[src/rtl/mem_access_pkg.sv]
// Shared constants and types for the memory-access stage: funct3 codes,
// FSM state encoding, byte-lane masks and an access-size decoder.
package mem_access_pkg;

  localparam logic [2:0] F3_B  = 3'b000;
  localparam logic [2:0] F3_H  = 3'b001;
  localparam logic [2:0] F3_W  = 3'b010;
  localparam logic [2:0] F3_BU = 3'b100;
  localparam logic [2:0] F3_HU = 3'b101;

  localparam logic [3:0] LANE_B = 4'b0001;
  localparam logic [3:0] LANE_H = 4'b0011;
  localparam logic [3:0] LANE_W = 4'b1111;

  typedef enum logic [1:0] {
    IDLE = 2'd0,
    BUSY = 2'd1,
    DONE = 2'd2
  } state_e;

  typedef enum logic [1:0] {
    SZ_B = 2'd0,
    SZ_H = 2'd1,
    SZ_W = 2'd2
  } size_e;

  // Unsigned variants only exist for loads; any unknown code falls back to a word.
  function automatic size_e access_size(input logic is_load, input logic [2:0] f3);
    if (f3 == F3_B || (is_load && f3 == F3_BU)) return SZ_B;
    if (f3 == F3_H || (is_load && f3 == F3_HU)) return SZ_H;
    return SZ_W;
  endfunction

endpackage

[src/rtl/mem_access_unit_load_formatter.sv]
// Combinational load formatter: picks the addressed byte/halfword out of a
// memory word and sign- or zero-extends it to 32 bits.
module load_formatter
  import mem_access_pkg::*;
(
  input  logic [31:0] readdata,
  input  logic [1:0]  addr,
  input  logic [2:0]  func3,
  output logic [31:0] result
);

  logic [7:0]  byte_sel;
  logic [15:0] half_sel;

  always_comb begin
    byte_sel = readdata[{addr, 3'b000} +: 8];
    half_sel = addr[1] ? readdata[31:16] : readdata[15:0];
    result   = readdata;
    case (func3)
      F3_B:    result = {{24{byte_sel[7]}}, byte_sel};
      F3_BU:   result = {24'b0, byte_sel};
      F3_H:    result = {{16{half_sel[15]}}, half_sel};
      F3_HU:   result = {16'b0, half_sel};
      default: result = readdata;
    endcase
  end

endmodule

[src/rtl/mem_access_unit.sv]
// Memory-access pipeline stage: issues a handshaked data-memory request and stalls
// until acknowledge. Define MISALIGN_TRAP_EN to trap misaligned H/W accesses.
module mem_access_unit
  import mem_access_pkg::*;
(
  input  logic        clk,
  input  logic        reset,
  input  logic        mem_read_in,
  input  logic        mem_write_in,
  input  logic [2:0]  func3_in,
  input  logic [31:0] address_in,
  input  logic [31:0] write_data_in,
  input  logic [31:0] mem_readdata,
  input  logic        mem_busywait,
  output logic        mem_read,
  output logic        mem_write,
  output logic [31:0] mem_address,
  output logic [31:0] mem_writedata,
  output logic [3:0]  mem_byteenable,
  output logic [31:0] d_mem_result_out,
  output logic        stall_out,
  output logic        misalign_out
);

  state_e      state;
  logic        req_load;
  logic [2:0]  req_func3;
  logic [1:0]  req_lane;
  logic [31:0] formatted;

  logic        op_valid;
  logic        op_load;
  size_e       op_size;
  logic [1:0]  op_lane;
  logic [3:0]  op_be;
  logic [31:0] op_wdata;
  logic        trap;

  // A simultaneous read+write is a load; without the trap, low address bits
  // are silently dropped down to natural alignment.
  always_comb begin
    op_valid = mem_read_in | mem_write_in;
    op_load  = mem_read_in;
    op_size  = access_size(op_load, func3_in);
    op_lane  = address_in[1:0];
    op_be    = LANE_W;
    op_wdata = write_data_in;
    trap     = 1'b0;
    case (op_size)
      SZ_B: begin
        op_be    = LANE_B << op_lane;
        op_wdata = {4{write_data_in[7:0]}};
      end
      SZ_H: begin
        op_lane  = {address_in[1], 1'b0};
        op_be    = LANE_H << op_lane;
        op_wdata = {2{write_data_in[15:0]}};
`ifdef MISALIGN_TRAP_EN
        trap     = address_in[0];
`endif
      end
      default: begin
        op_lane  = 2'b00;
`ifdef MISALIGN_TRAP_EN
        trap     = |address_in[1:0];
`endif
      end
    endcase
  end

  load_formatter u_load_formatter (
    .readdata (mem_readdata),
    .addr     (req_lane),
    .func3    (req_func3),
    .result   (formatted)
  );

  assign stall_out = (state == IDLE && op_valid) || state == BUSY;

  always_ff @(posedge clk) begin
    if (!reset) begin
      state            <= IDLE;
      req_load         <= 1'b0;
      req_func3        <= 3'b000;
      req_lane         <= 2'b00;
      mem_read         <= 1'b0;
      mem_write        <= 1'b0;
      mem_address      <= 32'b0;
      mem_writedata    <= 32'b0;
      mem_byteenable   <= 4'b0;
      d_mem_result_out <= 32'b0;
      misalign_out     <= 1'b0;
    end else begin
      case (state)
        IDLE: begin
          misalign_out <= 1'b0;
          if (op_valid) begin
            req_load       <= op_load;
            req_func3      <= func3_in;
            req_lane       <= op_lane;
            mem_address    <= {address_in[31:2], 2'b00};
            mem_writedata  <= op_wdata;
            mem_byteenable <= op_be;
            if (trap) begin
              misalign_out <= 1'b1;
              state        <= DONE;
            end else begin
              mem_read  <= op_load;
              mem_write <= !op_load;
              state     <= BUSY;
            end
          end
        end
        BUSY: begin
          if (!mem_busywait) begin
            if (req_load) d_mem_result_out <= formatted;
            mem_read  <= 1'b0;
            mem_write <= 1'b0;
            state     <= DONE;
          end
        end
        DONE: begin
          // The pipeline advances after this cycle, so never look at the op inputs here.
          misalign_out <= 1'b0;
          state        <= IDLE;
        end
        default: state <= IDLE;
      endcase
    end
  end

endmodule

[config.mk]
export PLATFORM = sky130hd
export DESIGN_NAME = mem_access_unit
export DESIGN_NICKNAME = d
export VERILOG_FILES = /design/src/rtl/mem_access_pkg.sv /design/src/rtl/mem_access_unit_load_formatter.sv /design/src/rtl/mem_access_unit.sv
export SDC_FILE = /design/constraint.sdc
export NUM_CORES = 1
export LEC_CHECK = 0
export ABC_CLOCK_PERIOD_IN_PS = 1600
export CAP_MARGIN = 0
export CORE_ASPECT_RATIO = 1.25
export CORE_MARGIN = 3
export CORE_UTILIZATION = 25
export DETAILED_ROUTE_END_ITERATION = 10
export PLACE_DENSITY = 0.56
export SKIP_CTS_REPAIR_TIMING = 1
export SYNTH_ARGS = -nofsm -noshare
export SYNTH_HDL_FRONTEND = slang
export SYNTH_SLANG_ARGS = --single-unit
[constraint.sdc]
create_clock -name clk -period 1.6 [get_ports clk]
set_input_delay 0.16 -clock clk [delete_from_list [all_inputs] [get_ports clk]]
set_output_delay 0.16 -clock clk [all_outputs]
set_load 0.03 [all_outputs]
# After elaboration in Yosys (flattened, before gate mapping)
# Cells that the tools add are included.
word_totals:
  register_bits: 108
  word_cells: 61
op_classes:
  n_eq_ne: 10
  n_shift: 3
  n_mux: 20
  n_bitwise: 2
  reduce_logical: 16
op_table:
  columns: ["cell", "n"]
  rows:
  - ["$pmux 32 s4", 1]
  - ["$pmux 32 s2", 1]
  - ["$shiftx 32x6->8", 1]
  - ["$mux 16", 1]
  - ["$eq 3x3->1 const B", 4]
  - ["$mux 2", 6]
  - ["$pmux 2 s2", 2]
  - ["$pmux 4 s2", 1]
  - ["$eq 3x1->1 const B", 2]
  - ["$logic_not 3->1", 2]
  - ["$mux 1", 6]
  - ["$reduce_and 3->1", 2]
  - ["$eq 2x1->1 const B", 2]
  - ["$logic_not 2->1", 2]
  - ["$ne 2x2->1 const B", 2]
  - ["$pmux 1 s2", 2]
  - ["$reduce_and 2->1", 2]
  - ["$shl 1x2->4 const A", 1]
  - ["$shl 2x2->4 const A", 1]
  - ["$logic_and 1x1->1", 3]
  - ["$logic_or 1x1->1", 3]
  - ["$reduce_bool 2->1", 1]
  - ["$logic_not 1->1", 1]
  - ["$not 1->1", 1]
  - ["$or 1x1->1", 1]

# Longest topological paths before layout
# Gate-level depths: netlist of the first run.
logic_depth:
  ltp_word: 9
  mapped_depth: 6
  ltp_nobuf: 4

# Hierarchy
# From an unflattened synthesis of the first run, not the netlist that was laid out.
hier_totals:
  cells_unflattened: 618
  hier_area_um2: 5058.6
by_module_without_submodules:
  columns: ["mod", "instances", "cells_each", "area_each_um2", "seq_area_each_um2"]
  rows:
  - ["mem_access_unit", 1, 522, 4212.8, 2162.1]
  - ["load_formatter", 1, 96, 845.8, 0.0]

# Worst setup path after synthesis of the first run
# No wires, ideal clock.
synth_timing:
  kind: "register to register"
  startpoint: "register req_lane[0]"
  endpoint: "register d_mem_result_out[16]"
  setup_ns: 0.120
  arrival_ns: 1.398
  path_slack_ns: 0.082
  stages_incl_launch_ff: 6
  cell_sequence: "dfxtp_1 -> mux4_2 -> nand2_1 -> a31o_2 -> buf_4 -> a21oi_1"
synth_via:
  elab_chain_cells: 2
synth_lines:
  columns: ["element", "line", "source"]
  rows:
  - ["from (decl)", "mem_access_unit.sv:28", "logic [1:0] req_lane;"]
  - ["from (signal assigned)", "mem_access_unit.sv:100", "req_lane <= op_lane;"]
  - ["$shiftx 32x6->8", "mem_access_unit_load_formatter.sv:16", "byte_sel = readdata[{addr, 3'b000} +: 8];"]
  - ["$pmux 32 s4", "mem_access_unit_load_formatter.sv:19", "case (func3)"]
  - ["to (signal assigned)", "mem_access_unit.sv:116", "if (req_load) d_mem_result_out <= formatted;"]
  - ["to (decl)", "mem_access_unit.sv:20", "output logic [31:0] d_mem_result_out,"]
# No other way between the ends.
# A chain may end at the register's enable or synchronous reset.

# Worst setup path in the final report of the first run
layout_timing:
  startpoint: "register mem_writedata[28]"
  endpoint: "output mem_writedata[28]"
layout_rtl:
  columns: ["element", "line", "source"]
  rows:
  - ["from (decl)", "mem_access_unit.sv:18", "output logic [31:0] mem_writedata,"]
  - ["from (signal assigned)", "mem_access_unit.sv:102", "mem_writedata <= op_wdata;"]
# No word-level cell between the ends.

==> reports/results.tsv, run 1 <==
metric	value	unit
outcome	finished clean	
Vias	4880	
Num CTS Buffers	9	
asr flop ratio synth	0	%
delay of the slowest critical-path stage	0.69	ns
Top FF cell, synth	dfxtp_1	
drt drc	0	
clock share of power	30.4	%
Avg Inst Size Synth	8.12	sq um
FF/Latch Area	2170	sq um
Final Max Tran Viols	0	
grt ovf	0	
Post-synth EDFFs	0	
initial antenna violation count	0	
GRT Util Overall	16.2	%
Hold Vio Cnt, Final	0	
Synth area leaders	dfxtp_1, nand2_1, a21oi_1	
worst-skew pair later-pin latency	0.35	ns
Detailed Place HPWL	12.6	mm
Slew HR	62.8	%
Clock Sinks	108	
Initial DRC Count	246	
area post-placement	7130	sq um
I/O pins	208	
P_int	4.77	mW
Min-Delay Path Class	primary input to register	
RSZ-0062 raised after global routing	no	
PD cells	930	nW/um^2
starting density of the core	26.0	%
crit-path cells	clkdlybuf4s50_1	
sequential cell area fraction in the yosys report	46.8	%
area delta synth->final	61.4	%
critical path class	register to primary output	
setup TNS	0	ns
Switching Fraction	31.2	%
crit-path leading delay family	buffers and inverters	
Core Footprint	17800	sq um
routed wire length	16.9	mm
leakage power	2.97	nW
Nets	879	
CTS tree	yes	
Startpoint Class	register	
Final min period	1.56	ns
Crit. End Element	primary output	
pin count of the biggest net entering global routing	54	
antenna cells	0	
routed vias/inst	4.87	
Flop pwr share	43.3	%
biggest area consumer among synthesized cells	dfxtp_1	
reported net switching power	2.16	mW
pre-CTS setup slack	-0.494	ns
slowest stage cell, crit path	clkdlybuf4s50_1	
Mapped Area	4620	sq um
Unique masters post-synth	40	
H-tree levels	3	
maximum vdd drop	449	uV
Post-Synthesis Cells	569	
Final ANT Viol Nets	0	
Final Skew	0.00614	ns
Max clock buf depth	2	
fill cell count	1793	
clock root cell	clkbuf_16	
flops & latches, synth	108	
routed len/inst	16.8	um
list of most frequent post-synthesis cells	nand2_1, dfxtp_1, a21oi_1, o21ai_0	
global-route wire length before repair	25.9	mm
vias in the first global route	4857	
DR pass1 iterations	5	
share of layout cells above drive strength 1	9.50	%
slew at the pin closest to its max-slew limit	0.557	ns
FMAX	0.640	GHz
combinational share of power	26.3	%
num rows	54	
CP Max Fanout	2	
PortBufs	204	
die area	20200	sq um
final worst slack	0.0375	ns
number of setup violations in the final report	0	
CP arrival	1.40	ns
Clock Pin Slew Worst Setup and Hold Paths	0.07	ns
CP required	1.44	ns
fin crit share	97.7	%
MaxCap Viol Count	0	
total power	6.93	mW
gpl congestion	0.795	
Die Span X	128	um
final instance area	7460	sq um
Chip Height	158	um
count leader, synth	nand2_1	
area of the multi-input gates	2220	sq um
Synth warnings	0	
top cell type's share of synthesized area	46.8	%
CP Buf/Inv Count	1	
==> kinds of logic (layout without fill, tap and decap cells) <==
kind of cell,count (synthesis),in the layout,share of synthesized area [%]
other,1,3,0.0812
buffers and inverters,65,273,6.04
AND/OR/NAND/NOR,183,183,17.1
multiplexers,33,33,7.45
flip-flops,108,108,46.8
AO/OA/AOI/OAI,179,179,22.6
==> registers in the layout, indices dropped and copies added, names as in the netlist <==
register and count:
d_mem_result_out 32, mem_writedata 32, mem_address 30, mem_byteenable 4, req_func3 3, req_lane 2, state 2, mem_read 1
mem_write 1, req_load 1
==> through the flow <==
stage	hold slack (ns)	std cells	util, %
final	0.347	1003	42.0
after global routing	0.350	1003	42.0
after CTS	0.338	1003	41.6
after detailed placement	0.448	988	40.1
after global placement	0.442	988	40.1
after floorplan	0.239	571	-
==> final cells by class <==
cell class	count	share of cell area, %
timing repair buffer	245	33.1
clock buffer	10	3.07
multi-input combinational	398	29.8
sequential	108	29.0
clock inverter	5	0.520
tap	224	3.76
inverter	13	0.654
==> power groups by stage <==
| stage | clock network, mW | registers (mW) | logic (mW) |
|---|---|---|---|
| 2_1_floorplan | 0 | 3.40 | 0.569 |
| 3_3_place_gp | 0 | 3.06 | 1.82 |
| 3_5_place_dp | 0 | 3.07 | 1.84 |
| 4_1_cts | 2.19 | 3.01 | 1.84 |
| 5_1_grt | 2.29 | 3.03 | 1.96 |
| 6_report | 2.11 | 3.00 | 1.82 |
==> path summary, 6_finish.rpt <==
kind                                                          end  slack, ns                           start  depth (start not counted)
worst max-delay path                            mem_writedata[28]       0.04  mem_writedata[28]$_SDFFE_PN0P_                          1
worst min-delay path                  mem_address[2]$_SDFFE_PN0P_       0.35                   address_in[2]                          3
worst max register to register  d_mem_result_out[17]$_SDFFE_PN0P_       0.11        req_lane[0]$_SDFFE_PN0P_                          5
worst min register to register     mem_writedata[30]$_SDFFE_PN0P_       0.45  mem_writedata[30]$_SDFFE_PN0P_                          2
==> layout by cell type (no fill, tap or decap), types with 7 or more instances in the layout <==
cell,n
o21ai_0,45
inv_1,12
buf_12,7
nand3b_1,8
buf_4,34
clkbuf_16,9
nand2_1,128
a21oi_1,82
a211oi_1,14
nor2_1,15
nor3_1,7
o211ai_1,8
dfxtp_1,105
mux2i_1,31
nand3_1,10
clkdlybuf4s50_1,191
dlymetal6s2s_1,12
==> routing by layer <==
layer	up-vias	part of all wire, %	GRT usage (%)
li1	2373	-	-
met1	2297	39	18.3
met2	190	51	28.8
met3	20	9.1	5.74
met4	0	1.6	4.80
met5	-	0	0
Power figures use the tool's default switching activity.
==> run 2, diff against run 1 <==
--- a/config.mk
+++ b/config.mk
@@ -11,6 +11,7 @@
 export CORE_MARGIN = 3
 export CORE_UTILIZATION = 25
 export DETAILED_ROUTE_END_ITERATION = 10
+export MAX_ROUTING_LAYER = met4
 export PLACE_DENSITY = 0.56
 export SKIP_CTS_REPAIR_TIMING = 1
 export SYNTH_ARGS = -nofsm -noshare
==> reports/results.tsv, run 2 (synthesized netlist as in run 1, its figures left out) <==
metric	value	unit	change
vias in the first global route	4851		was 4857
H-tree levels	3		unchanged
clock share of power	30.4	%	about the same
fin crit share	97.9	%	was 97.7%
CP arrival	1.41	ns	was 1.40 ns
PD cells	930	nW/um^2	about the same
routed len/inst	17.0	um	was 16.8 um
PortBufs	204		unchanged
Startpoint Class	register		unchanged
Slew HR	63.2	%	was 62.8%
Final ANT Viol Nets	0		unchanged
Switching Fraction	31.3	%	was 31.2%
total power	6.94	mW	was 6.93 mW
leakage power	2.96	nW	was 2.97 nW
drt drc	0		unchanged
outcome	finished clean		unchanged
Nets	879		unchanged
met3 WL	1.22	mm	was 1.53 mm
combinational share of power	26.4	%	was 26.3%
WHS Path Cells	3		unchanged
starting density of the core	26.0	%	unchanged
top routing layer in use	met4		unchanged
number of setup violations in the final report	0		unchanged
CP required	1.44	ns	about the same
worst r2r src	req_lane[1]$_SDFFE_PN0P_		was req_lane[0]$_SDFFE_PN0P_
Num CTS Buffers	9		unchanged
Vias	4912		was 4880
Worst Hold Launch	address_in[2]		unchanged
gpl congestion	0.806		was 0.795
P_int	4.77	mW	about the same
reported net switching power	2.17	mW	was 2.16 mW
antenna cells	0		unchanged
delay of the slowest critical-path stage	0.72	ns	was 0.69 ns
dpl cells	988		unchanged
CP Max Fanout	2		unchanged
maximum vdd drop	471	uV	was 449 uV
worst-skew pair later-pin latency	0.36	ns	was 0.35 ns
DR WL met2	8.57	mm	was 8.52 mm
pin count of the biggest net entering global routing	54		unchanged
Clock Pin Slew Worst Setup and Hold Paths	0.07	ns	about the same
flop-to-flop setup slack	0.09	ns	was 0.11 ns
global-route wire length before repair	25.9	mm	about the same
Hold Crit Endpoint	mem_address[2]$_SDFFE_PN0P_		unchanged
routed wire length	17.0	mm	was 16.9 mm
Final Skew	0.00664	ns	was 0.00614 ns
Chip Height	158	um	unchanged
Die Span X	128	um	unchanged
DR pass1 iterations	5		unchanged
CP Buf/Inv Count	1		unchanged
Core Footprint	17800	sq um	unchanged
CTS tree	yes		unchanged
Hold Vio Cnt, Final	0		unchanged
Min-Delay Path Class	primary input to register		unchanged
num rows	54		unchanged
fill cell count	1794		was 1793
crit-path cells	clkdlybuf4s50_1		unchanged
Final min period	1.57	ns	was 1.56 ns
wl on met1	6.92	mm	was 6.55 mm
GRT Util Overall	16.7	%	was 16.2%
share of layout cells above drive strength 1	9.63	%	was 9.50%
fin util	42.0	%	about the same
grt ovf	0		unchanged
Initial DRC Count	248		was 246
die area	20200	sq um	unchanged
commonest cells after routing, fill and taps aside	clkdlybuf4s50_1, nand2_1, dfxtp_1		unchanged
Top Registers	d_mem_result_out: 32 flops, mem_writedata: 32 flops, mem_address: 30 flops		unchanged
Max clock buf depth	2		unchanged
crit-path leading delay family	buffers and inverters		unchanged
area delta synth->final	61.5	%	was 61.4%
clock root cell	clkbuf_16		unchanged
Post-Layout Cell Count	1003		unchanged
I/O pins	208		unchanged
Crit. End Element	primary output		unchanged
critical path class	register to primary output		unchanged
Clock Sinks	108		unchanged
R2R cell count	4		was 5
CP Launch Point	mem_write$_SDFFE_PN0P_		was mem_writedata[28]$_SDFFE_PN0P_
MaxCap Viol Count	0		unchanged
Detailed Place HPWL	12.6	mm	unchanged
Critical R2R Capture	d_mem_result_out[4]$_SDFFE_PN0P_		was d_mem_result_out[17]$_SDFFE_PN0P_
slowest stage cell, crit path	clkdlybuf4s50_1		unchanged
setup TNS	0	ns	unchanged
Flop pwr share	43.3	%	about the same
slew at the pin closest to its max-slew limit	0.550	ns	was 0.557 ns
routed vias/inst	4.90		was 4.87
initial antenna violation count	0		unchanged
Final Max Tran Viols	0		unchanged
FMAX	0.638	GHz	was 0.640 GHz
most common cell after layout, fill and taps aside	clkdlybuf4s50_1		unchanged
## run 2: cell count changes in the layout (fill, tap and decap cells not counted), sizes merged
| cell | before | now |
|---|---|---|
| clkdlybuf4s50 | 191 | 192 |
| dlymetal6s2s | 12 | 11 |
## run 2: stage by stage
stage               hold WS (ns)  area [sq um]  setup slack, ns
floorplan                  0.239          4630           0.0822
global placement           0.442          7130           -0.411
detailed placement         0.448          7130           -0.494
CTS                        0.338          7390           -0.105
global route               0.350          7460         -0.00199
finish                     0.345          7460           0.0331
## run 2: layout make-up
| type | instances | area, sq um | share of cell area [%] |
|---|---|---|---|
| flip-flops and latches | 108 | 2160 | 29.0 |
| repair buffers | 245 | 2460 | 33.0 |
| clock buffers | 10 | 229 | 3.07 |
| multi-input cells | 398 | 2240 | 30.0 |
| clock inverters | 5 | 38.8 | 0.520 |
| inverters | 13 | 48.8 | 0.654 |
| well taps | 224 | 280 | 3.76 |
## run 2: worst register-to-register path, cell delays in order, from the launching register on
cell and delay, ns:
dfxtp_1 0.45, buf_4 0.32, nor2_1 0.09, o21a_2 0.27
a221oi_1 0.29
## run 2: power groups by stage
stage / Sequential (mW) / Clock (mW) / Combinational [mW]
floorplan: 3.40 / 0 / 0.569
global placement: 3.06 / 0 / 1.82
detailed placement: 3.07 / 0 / 1.84
CTS: 3.01 / 2.19 / 1.84
global route: 3.03 / 2.29 / 1.95
finish: 3.00 / 2.11 / 1.83
## run 2: worst max path at each step
stage	slack, ns	end	cells after the start
floorplan	0.08	d_mem_result_out[16]$_SDFFE_PN0P_	5
global placement	-0.41	mem_writedata[20]$_SDFFE_PN0P_	5
detailed placement	-0.49	mem_writedata[17]$_SDFFE_PN0P_	5
CTS	-0.10	mem_writedata[17]$_SDFFE_PN0P_	5
global route	-0.002	d_mem_result_out[0]$_SDFFE_PN0P_	4
finish	0.03	mem_write	1
## run 2: routing by layer
layer | up-vias | GRT usage [%]
li1 | 2375 | -
met4 | 0 | 5.41
met1 | 2328 | 19.1
met5 | - | -
met3 | 24 | 4.39
met2 | 185 | 28.8
